--- config.mk ---
export PLATFORM = sky130hd
export DESIGN_NAME = i2s_capture_ctrl
export DESIGN_NICKNAME = d
export VERILOG_FILES = /design/src/rtl/i2s_pkg.sv /design/src/rtl/i2s_ws_gen.sv /design/src/rtl/i2s_capture_ctrl.sv
export SDC_FILE = /design/constraint.sdc
export NUM_CORES = 1
export LEC_CHECK = 0
export ABC_AREA = 1
export CAP_MARGIN = 0
export CELL_PAD_IN_SITES_DETAIL_PLACEMENT = 0
export CELL_PAD_IN_SITES_GLOBAL_PLACEMENT = 1
export CORE_MARGIN = 2
export CORE_UTILIZATION = 35
export CTS_BUF_LIST = sky130_fd_sc_hd__clkbuf_2
export DETAILED_ROUTE_END_ITERATION = 6
export GPL_TIMING_DRIVEN = 1
export PLACE_DENSITY = 0.86
export SLEW_MARGIN = 40
export SYNTH_ARGS = -nofsm -noshare
export SYNTH_HDL_FRONTEND = slang
export SYNTH_SLANG_ARGS = --single-unit
--- constraint.sdc ---
create_clock -name i2s_clk -period 2 [get_ports i2s_clk]
set_clock_uncertainty 0.15 [all_clocks]
set_input_delay 0.4 -clock i2s_clk [delete_from_list [all_inputs] [get_ports i2s_clk]]
set_output_delay 0.4 -clock i2s_clk [all_outputs]
set_load 0.02 [all_outputs]
--- src/rtl/i2s_pkg.sv ---
// i2s_pkg: constants and state encoding shared by the I2S capture path.
//   SAMPLE_W       - receiver sample width
//   BITS_PER_FRAME - SCK cycles per WS frame (32 per channel)
//   state_t        - capture controller state encoding
package i2s_pkg;
   localparam int SAMPLE_W       = 24;
   localparam int BITS_PER_FRAME = 64;
   localparam int BIT_CNT_W      = $clog2(BITS_PER_FRAME);

   typedef enum logic [1:0] {
      IDLE    = 2'd0,
      WARMUP  = 2'd1,
      CAPTURE = 2'd2
   } state_t;
endpackage

--- src/rtl/i2s_ws_gen.sv ---
// i2s_ws_gen: I2S word-select generator.
//   i2s_clk  - SCK, rising edge
//   reset_n  - async active-low reset
//   i_run    - count while high; held at count 0 / ws 0 while low
//   o_ws     - registered word select: 0 for counts 0-31, 1 for 32-63
module i2s_ws_gen
   import i2s_pkg::*;
(
   input  logic i2s_clk,
   input  logic reset_n,
   input  logic i_run,
   output logic o_ws
);
   logic [BIT_CNT_W-1:0] r_cnt;
   logic [BIT_CNT_W-1:0] w_cnt_nxt;
   logic                 r_ws;

   assign w_cnt_nxt = r_cnt + 1'b1;

   // ws follows the MSB of the count it is registered alongside, so it
   // flips on the same edge the count wraps 31->32 and 63->0.
   always_ff @(posedge i2s_clk or negedge reset_n) begin
      if (!reset_n) begin
         r_cnt <= '0;
         r_ws  <= 1'b0;
      end else if (!i_run) begin
         r_cnt <= '0;
         r_ws  <= 1'b0;
      end else begin
         r_cnt <= w_cnt_nxt;
         r_ws  <= w_cnt_nxt[BIT_CNT_W-1];
      end
   end

   assign o_ws = r_ws;
endmodule

--- src/rtl/i2s_capture_ctrl.sv ---
// i2s_capture_ctrl: WS generation, microphone warm-up hold-off, two-bank
// left-channel capture and valid/ack hand-off of full banks to the FFT.
//   i2s_clk, reset_n          - SCK and async active-low reset
//   enable                    - run capture; low returns to IDLE, clears state
//   ws                        - word select to mic and receiver
//   sample_in/sample_valid_in - receiver sample and its per-frame strobe
//   buf_we/bank/addr/data     - registered frame-buffer write port
//   frame_valid/frame_bank    - full bank offered to consumer
//   frame_ack                 - consumer releases frame_bank
//   overrun                   - sticky: sample dropped, both banks full
//   capturing                 - high in CAPTURE
module i2s_capture_ctrl #(
   parameter int SAMPLE_W      = 24,
   parameter int FRAME_LEN     = 512,
   parameter int ADDR_W        = 9,
   parameter int WARMUP_FRAMES = 2400
) (
   input  logic                i2s_clk,
   input  logic                reset_n,
   input  logic                enable,
   output logic                ws,
   input  logic [SAMPLE_W-1:0] sample_in,
   input  logic                sample_valid_in,
   output logic                buf_we,
   output logic                buf_bank,
   output logic [ADDR_W-1:0]   buf_addr,
   output logic [SAMPLE_W-1:0] buf_data,
   output logic                frame_valid,
   output logic                frame_bank,
   input  logic                frame_ack,
   output logic                overrun,
   output logic                capturing
);
   import i2s_pkg::*;

   localparam int                WCNT_W    = $clog2(WARMUP_FRAMES + 1);
   localparam logic [ADDR_W-1:0] LAST_ADDR = ADDR_W'(FRAME_LEN - 1);
   localparam logic [WCNT_W-1:0] WARM_LAST = WCNT_W'(WARMUP_FRAMES - 1);

   state_t                r_state, w_state_nxt;
   logic [WCNT_W-1:0]     r_warm_cnt;
   logic [ADDR_W-1:0]     r_addr;
   logic                  r_wb, r_rb;
   logic [1:0]            r_bank_full, w_full_nxt;
   logic                  r_buf_we, r_buf_bank;
   logic [ADDR_W-1:0]     r_buf_addr;
   logic [SAMPLE_W-1:0]   r_buf_data;
   logic                  r_overrun;
   logic                  w_wr, w_drop, w_fv, w_ack, w_bank_done, w_run;

   assign w_fv  = r_bank_full[r_rb];
   assign w_ack = frame_ack && w_fv;
   // A bank is marked full one edge after its last word is issued, so the
   // word is committed before frame_valid can be seen.
   assign w_bank_done = r_buf_we && (r_buf_addr == LAST_ADDR);
   assign w_run = enable && (r_state != IDLE);

   i2s_ws_gen u_ws_gen (
      .i2s_clk (i2s_clk),
      .reset_n (reset_n),
      .i_run   (w_run),
      .o_ws    (ws)
   );

   always_comb begin
      w_state_nxt = r_state;
      w_wr        = 1'b0;
      w_drop      = 1'b0;
      if (!enable) begin
         w_state_nxt = IDLE;
      end else begin
         case (r_state)
            IDLE:    w_state_nxt = WARMUP;
            WARMUP:  if (sample_valid_in && r_warm_cnt == WARM_LAST) w_state_nxt = CAPTURE;
            CAPTURE: begin
               w_wr   = sample_valid_in && !r_bank_full[r_wb];
               w_drop = sample_valid_in &&  r_bank_full[r_wb];
            end
            default: w_state_nxt = IDLE;
         endcase
      end
   end

   // Completion and ack always target different banks, so both apply.
   always_comb begin
      w_full_nxt = r_bank_full;
      if (w_bank_done) w_full_nxt[r_buf_bank] = 1'b1;
      if (w_ack)       w_full_nxt[r_rb]       = 1'b0;
   end

   always_ff @(posedge i2s_clk or negedge reset_n) begin
      if (!reset_n) begin
         r_state <= IDLE;
      end else begin
         r_state <= w_state_nxt;
      end
   end

   always_ff @(posedge i2s_clk or negedge reset_n) begin
      if (!reset_n) begin
         r_warm_cnt  <= '0;
         r_addr      <= '0;
         r_wb        <= 1'b0;
         r_rb        <= 1'b0;
         r_bank_full <= 2'b00;
         r_buf_we    <= 1'b0;
         r_buf_bank  <= 1'b0;
         r_buf_addr  <= '0;
         r_buf_data  <= '0;
         r_overrun   <= 1'b0;
      end else begin
         r_buf_we <= w_wr;
         if (w_state_nxt == IDLE) begin
            // Any partially written bank is abandoned here.
            r_warm_cnt  <= '0;
            r_addr      <= '0;
            r_wb        <= 1'b0;
            r_rb        <= 1'b0;
            r_bank_full <= 2'b00;
            r_overrun   <= 1'b0;
         end else begin
            if (r_state == WARMUP && sample_valid_in) r_warm_cnt <= r_warm_cnt + 1'b1;
            if (w_wr) begin
               r_buf_bank <= r_wb;
               r_buf_addr <= r_addr;
               r_buf_data <= sample_in;
               if (r_addr == LAST_ADDR) begin
                  r_addr <= '0;
                  r_wb   <= ~r_wb;
               end else begin
                  r_addr <= r_addr + 1'b1;
               end
            end
            if (w_drop) r_overrun <= 1'b1;
            r_bank_full <= w_full_nxt;
            if (w_ack) r_rb <= ~r_rb;
         end
      end
   end

   assign buf_we      = r_buf_we;
   assign buf_bank    = r_buf_bank;
   assign buf_addr    = r_buf_addr;
   assign buf_data    = r_buf_data;
   assign frame_valid = w_fv;
   assign frame_bank  = r_rb;
   assign overrun     = r_overrun;
   assign capturing   = (r_state == CAPTURE);
endmodule

Yosys cells after proc, flatten, opt, wreduce, memory -nomap -nowiden
Cells that the tools add are included.

Register bits after elaboration: 70. Bits of input ports: 29.

Add/subtract/negate cells: 3. Order comparisons: 5. Equality and inequality tests: 5. Mux-type cells: 32. Bitwise operators: 6. Reduce and logical (&&, ||, !) cells: 20.

Operators with widths (number): $mux 9 (3); $mux 12 (2); $eq 9x9->1 const B (2); $mux 1 (18); $add 12x1->12 const B (1); $eq 12x12->1 const B (1); $reduce_bool 2->1 (6); $mux 2 (5); $add 9x1->9 const B (1); $logic_and 1x1->1 (9); $add 6x1->6 const B (1); $lt 1x2->1 const B (3); $mux 6 (1); $pmux 2 s3 (1); $logic_not 2->1 (2); $reduce_and 2->1 (2); $not 1->1 (3); $and 2x2->2 (1); $demux 1 s1 (2); $eq 2x1->1 const B (1); $eq 2x2->1 const B (1); $ge 1x1->1 const B (2); $not 2->2 (1); $or 2x2->2 (1); $logic_not 1->1 (1).

Longest topological paths before layout
Depth in word-level cells: 9. Depth in mapped cells: 13. Mapped depth without buffers: 13.

By module
A second synthesis with hierarchy kept.

Cells, all modules: 387. Area total of the unflattened synthesis: 3190.6 um^2.

Modules (own cells, without submodules): i2s_capture_ctrl (instances 1, cells an instance 354, area each 2906.5 um^2); i2s_ws_gen (instances 1, cells an instance 33, area each 284.0 um^2).

Worst setup path before layout
Ideal clock, no wire load.

Path kind: flip-flop to flip-flop. From: reg r_addr[0]. To: reg r_addr[0]. Library setup time: 0.129 ns. Arrival: 1.624 ns. Data required time: 1.721 ns. Slack: 0.098 ns. Cell stages (with the launch flop): 12. Path buffers: 0. Clock period less this slack: 1.902 ns. Cells stage by stage: dfrtp_1 -> ha_1 -> nand3_1 -> nor3_1 -> nand2_1 -> nor2_1 -> ha_1 -> inv_1 -> nand2_1 -> inv_1 -> a21oi_1 -> a21oi_1.

Longest elaborated chain between the ends: 4. Elaborated cells on any way between the ends: 5. Those cells by class: add/sub (1); eq/ne (1); mux (3).

Ends and longest elaborated chain: start, declared (RTL line i2s_capture_ctrl.sv:42) `logic [ADDR_W-1:0] r_addr;`; start signal, assigned (RTL line i2s_capture_ctrl.sv:131) `r_addr <= r_addr + 1'b1;`; $add 9x1->9 / $eq 9x9->1 (equally long branches) (RTL line i2s_capture_ctrl.sv:131, i2s_capture_ctrl.sv:127); $mux 9 (*) (RTL line i2s_capture_ctrl.sv:127) `if (r_addr == LAST_ADDR) begin`; $mux 9 (*) (RTL line i2s_capture_ctrl.sv:123) `if (w_wr) begin`; $mux 9 (*) (RTL line i2s_capture_ctrl.sv:113) `if (w_state_nxt == IDLE) begin`.

Mark *: on every way between the ends. The rest lies on a longest branch, timed or not. The select of a mux whose other input is x is not followed. A chain may end at the register's enable or synchronous reset.

Worst setup path in the final report
From: reg r_addr[0]. To: reg r_addr[3].

The elaborated chain is that of the path after synthesis.

==> metrics.yaml <==
synthesis:
  syn_avg_cell_area_um2: 8.33
  synth_seq_cells: 69
  synth_common_cells: "147 x nand2_1, 69 x dfrtp_1, 41 x inv_1"
  ys_async_sr_fraction_pct: 100
  yosysSeqAreaShare_pct: 52.5
  synth_cell_type_count: 29
  syn_area_mm2: 0.00329
  yosys.area.top_type: "dfrtp_1"
  syn_nets: 428
  synth-edff-count: 0
  yosysMostFrequentCell: "nand2_1"
  synth_top_area_share_pct: 52.5
  synth_ff_type: "dfrtp_1"
  synth.area.top_cells: "dfrtp_1 52%, nand2_1 17%, inv_1 4.7%"
  ys_warn_count: 0
  synthCells: 395
final_layout:
  fill_cells: 918
  layout.nets: 526
  drive_gt1_share_pct: 16.1
  syn_to_final_growth_pct: 34.2
  n_antenna_cell: 0
worst_setup_path:
  critical_path_class: "register to register"
  cpPeakStageDelay_ns: 0.40
  start_kind: "register"
  worstPathArrival_ns: 2.16
  cp.required_ns: 2.25
  crit_slowest_cell: "dfrtp_1"
  cp_max_fo: 3
  cp_cell_sequence: "ha_2 -> nand3_2 -> nor3_2 -> nand2_1 -> nor2_1 -> ha_2 -> inv_2 -> nand2_4 -> buf_6 -> nor2_2 -> nor2_1 -> nor2_1"
  end_kind: "register"
  crit_top_cell: "nor2_1"
timing:
  min_period_ns: 1.91
  tightest_slew_ns: 0.461
  rsz0062_at_grt: "yes"
  fmax_mhz: 525
  setup_tns_ns: 0
  hold_viol_final: 0
  drv_slew: 0
  hold_ws_ns: 0.254
  relSlewSlack_pct: 69.3
  fin_crit_sh_pct: 95.3
  setup_viol: 0
flow_run:
  cap_violations: 0
clock_network:
  cts_tree: "done"
  clock-sinks: 69
  path_clk_slew_ns: 0.22
  h-tree-depth: 3
  clockBufferDepth: 2
  numCtsBuffers: 9
  cts-root-buf: "clkbuf_2"
  insertion_delay_ns: 0.48
hold_path:
  hp-class: "primary input to register"
routing:
  dr.pass1.iters: 4
  drtIter0Drc: 135
  wirelength_um: 7560
  vias: 2851
  vias_per_cell: 4.68
  ant_nets: 0
  post_drt_wl_per_cell_um: 12.4
  drc_errors: 0
floorplan:
  rows: 35
  core_mm2: 0.00920
  ioPinCount: 69
  die_w_um: 101
  die_h_um: 101
  start_util_pct: 35.8
  die_area_mm2: 0.0102
grt:
  antenna_found_initial: 0
  grt_overflow: 0
  grt.total_usage_pct: 15.8
  grt_pass1_vias: 2781
  grt_pass1_wl_um: 12800
  grt_max_degree: 42
pwr:
  ir_worst_vdd_mv: 0.321
  powerDensity_mw_per_mm2: 635
  p_leak_uw: 0.00231
placement:
  portBuffers: 68
  post-dp-hpwl_um: 5440
  gp_congestion: 0.816
outcome:
  outcome: "completed"
-- cell type report --
type | instances | area [um2] | share of cell area, %
Inverter | 42 | 163 | 3.69
Multi-Input combinational cell | 275 | 1350 | 30.5
Clock buffer | 9 | 45.0 | 1.02
Sequential cell | 69 | 1730 | 39.1
Tap cell | 111 | 139 | 3.15
Clock inverter | 7 | 146 | 3.32
Timing Repair Buffer | 96 | 848 | 19.2
-- final timing paths --
check                             start           to  slack, ns  cells after the start
hold reg to reg             buf_data[2]  buf_data[2]       0.35                      2
max in group asynchronous       reset_n    r_addr[3]       1.06                      3
hold / removal             sample_in[3]  buf_data[3]       0.25                      3
min in group asynchronous       reset_n  buf_data[1]       0.30                      3
setup / recovery              r_addr[0]    r_addr[3]       0.09                     12
setup reg to reg              r_addr[0]    r_addr[3]       0.09                     12
-- metal layers --
layer	routed length [um]	share of wire [%]	track usage (%)
met5	0	0	0
met4	126	1.7	4.78
met3	361	4.8	3.81
met2	3660	48	26.6
met1	3410	45	20.3
-- placed cells by master, fill, tap and decap left out, types with 2 or more instances in the layout --
cell type,n
nand3_1,14
buf_4,25
nor3_1,8
o21ai_1,2
dfrtp_1,69
nor3b_1,2
nor2_1,37
o21ai_2,9
o21ai_0,11
bufinv_16,4
clkdlybuf4s50_1,27
clkinv_4,2
inv_4,2
nor3_2,2
a21oi_1,10
xor2_1,2
buf_2,3
ha_1,2
ha_2,2
nand2_2,6
clkbuf_2,9
nor2_2,3
nand2_1,144
dlygate4sd2_1,37
nor2_4,2
inv_1,39
nand4_1,9
-- per-stage QoR --
stage	cell area (um2)	utilization, %	cells	power (uW)	setup WS [ns]
finish	4410	48.0	609	2800	0.0949
global route	4410	48.0	609	2900	-0.0656
CTS	4360	47.4	604	2830	0.00285
detailed placement	4170	45.3	584	1600	-0.0450
global placement	4170	45.3	584	1600	-0.0192
floorplan	3290	-	395	1490	0.0978
-- critical path, delay by kind of cell (launching register included) --
kind | cells | cell delay (ns)
buffers and inverters | 2 | 0.15
and+or+nand+nor | 8 | 0.70
adders and majority gates | 2 | 0.41
DFF | 1 | 0.40
-- kinds of logic after synthesis --
family | Yosys count | synth area share, %
adders and majority gates | 4 | 1.52
xor gates and xnor gates | 3 | 0.799
buffers and inverters | 51 | 7.65
DFF | 69 | 52.5
AOI/OAI and AO/OA | 37 | 7.23
and+or+nand+nor | 231 | 30.3
-- power breakdown --
part / internal, uW / switching (uW) / total [uW]
registers: 1410 / 11.7 / 1420
logic: 78.9 / 82.4 / 161
clock network: 673 / 547 / 1220
-- registers in the layout, summed over array words and instances, names as in the netlist --
name / flops
r_wb: 1
u_ws_gen.r_cnt: 6
buf_bank: 1
buf_addr: 9
overrun: 1
buf_we: 1
buf_data: 24
r_warm_cnt: 12
r_bank_full: 2
r_state: 2
frame_bank: 1
r_addr: 9
-- timing repair --
action | CTS | global route
endpoints found under the setup margin | 48 | 12
hold buffers | 1 | 0
cloned | 0 | 0
buffers inserted | 3 | 5
gates resized for setup | 52 | 11
pin swaps | 5 | 7
endpoints found under the hold margin | 69 | 0
No activity file was read; power rests on OpenSTA's default activity.
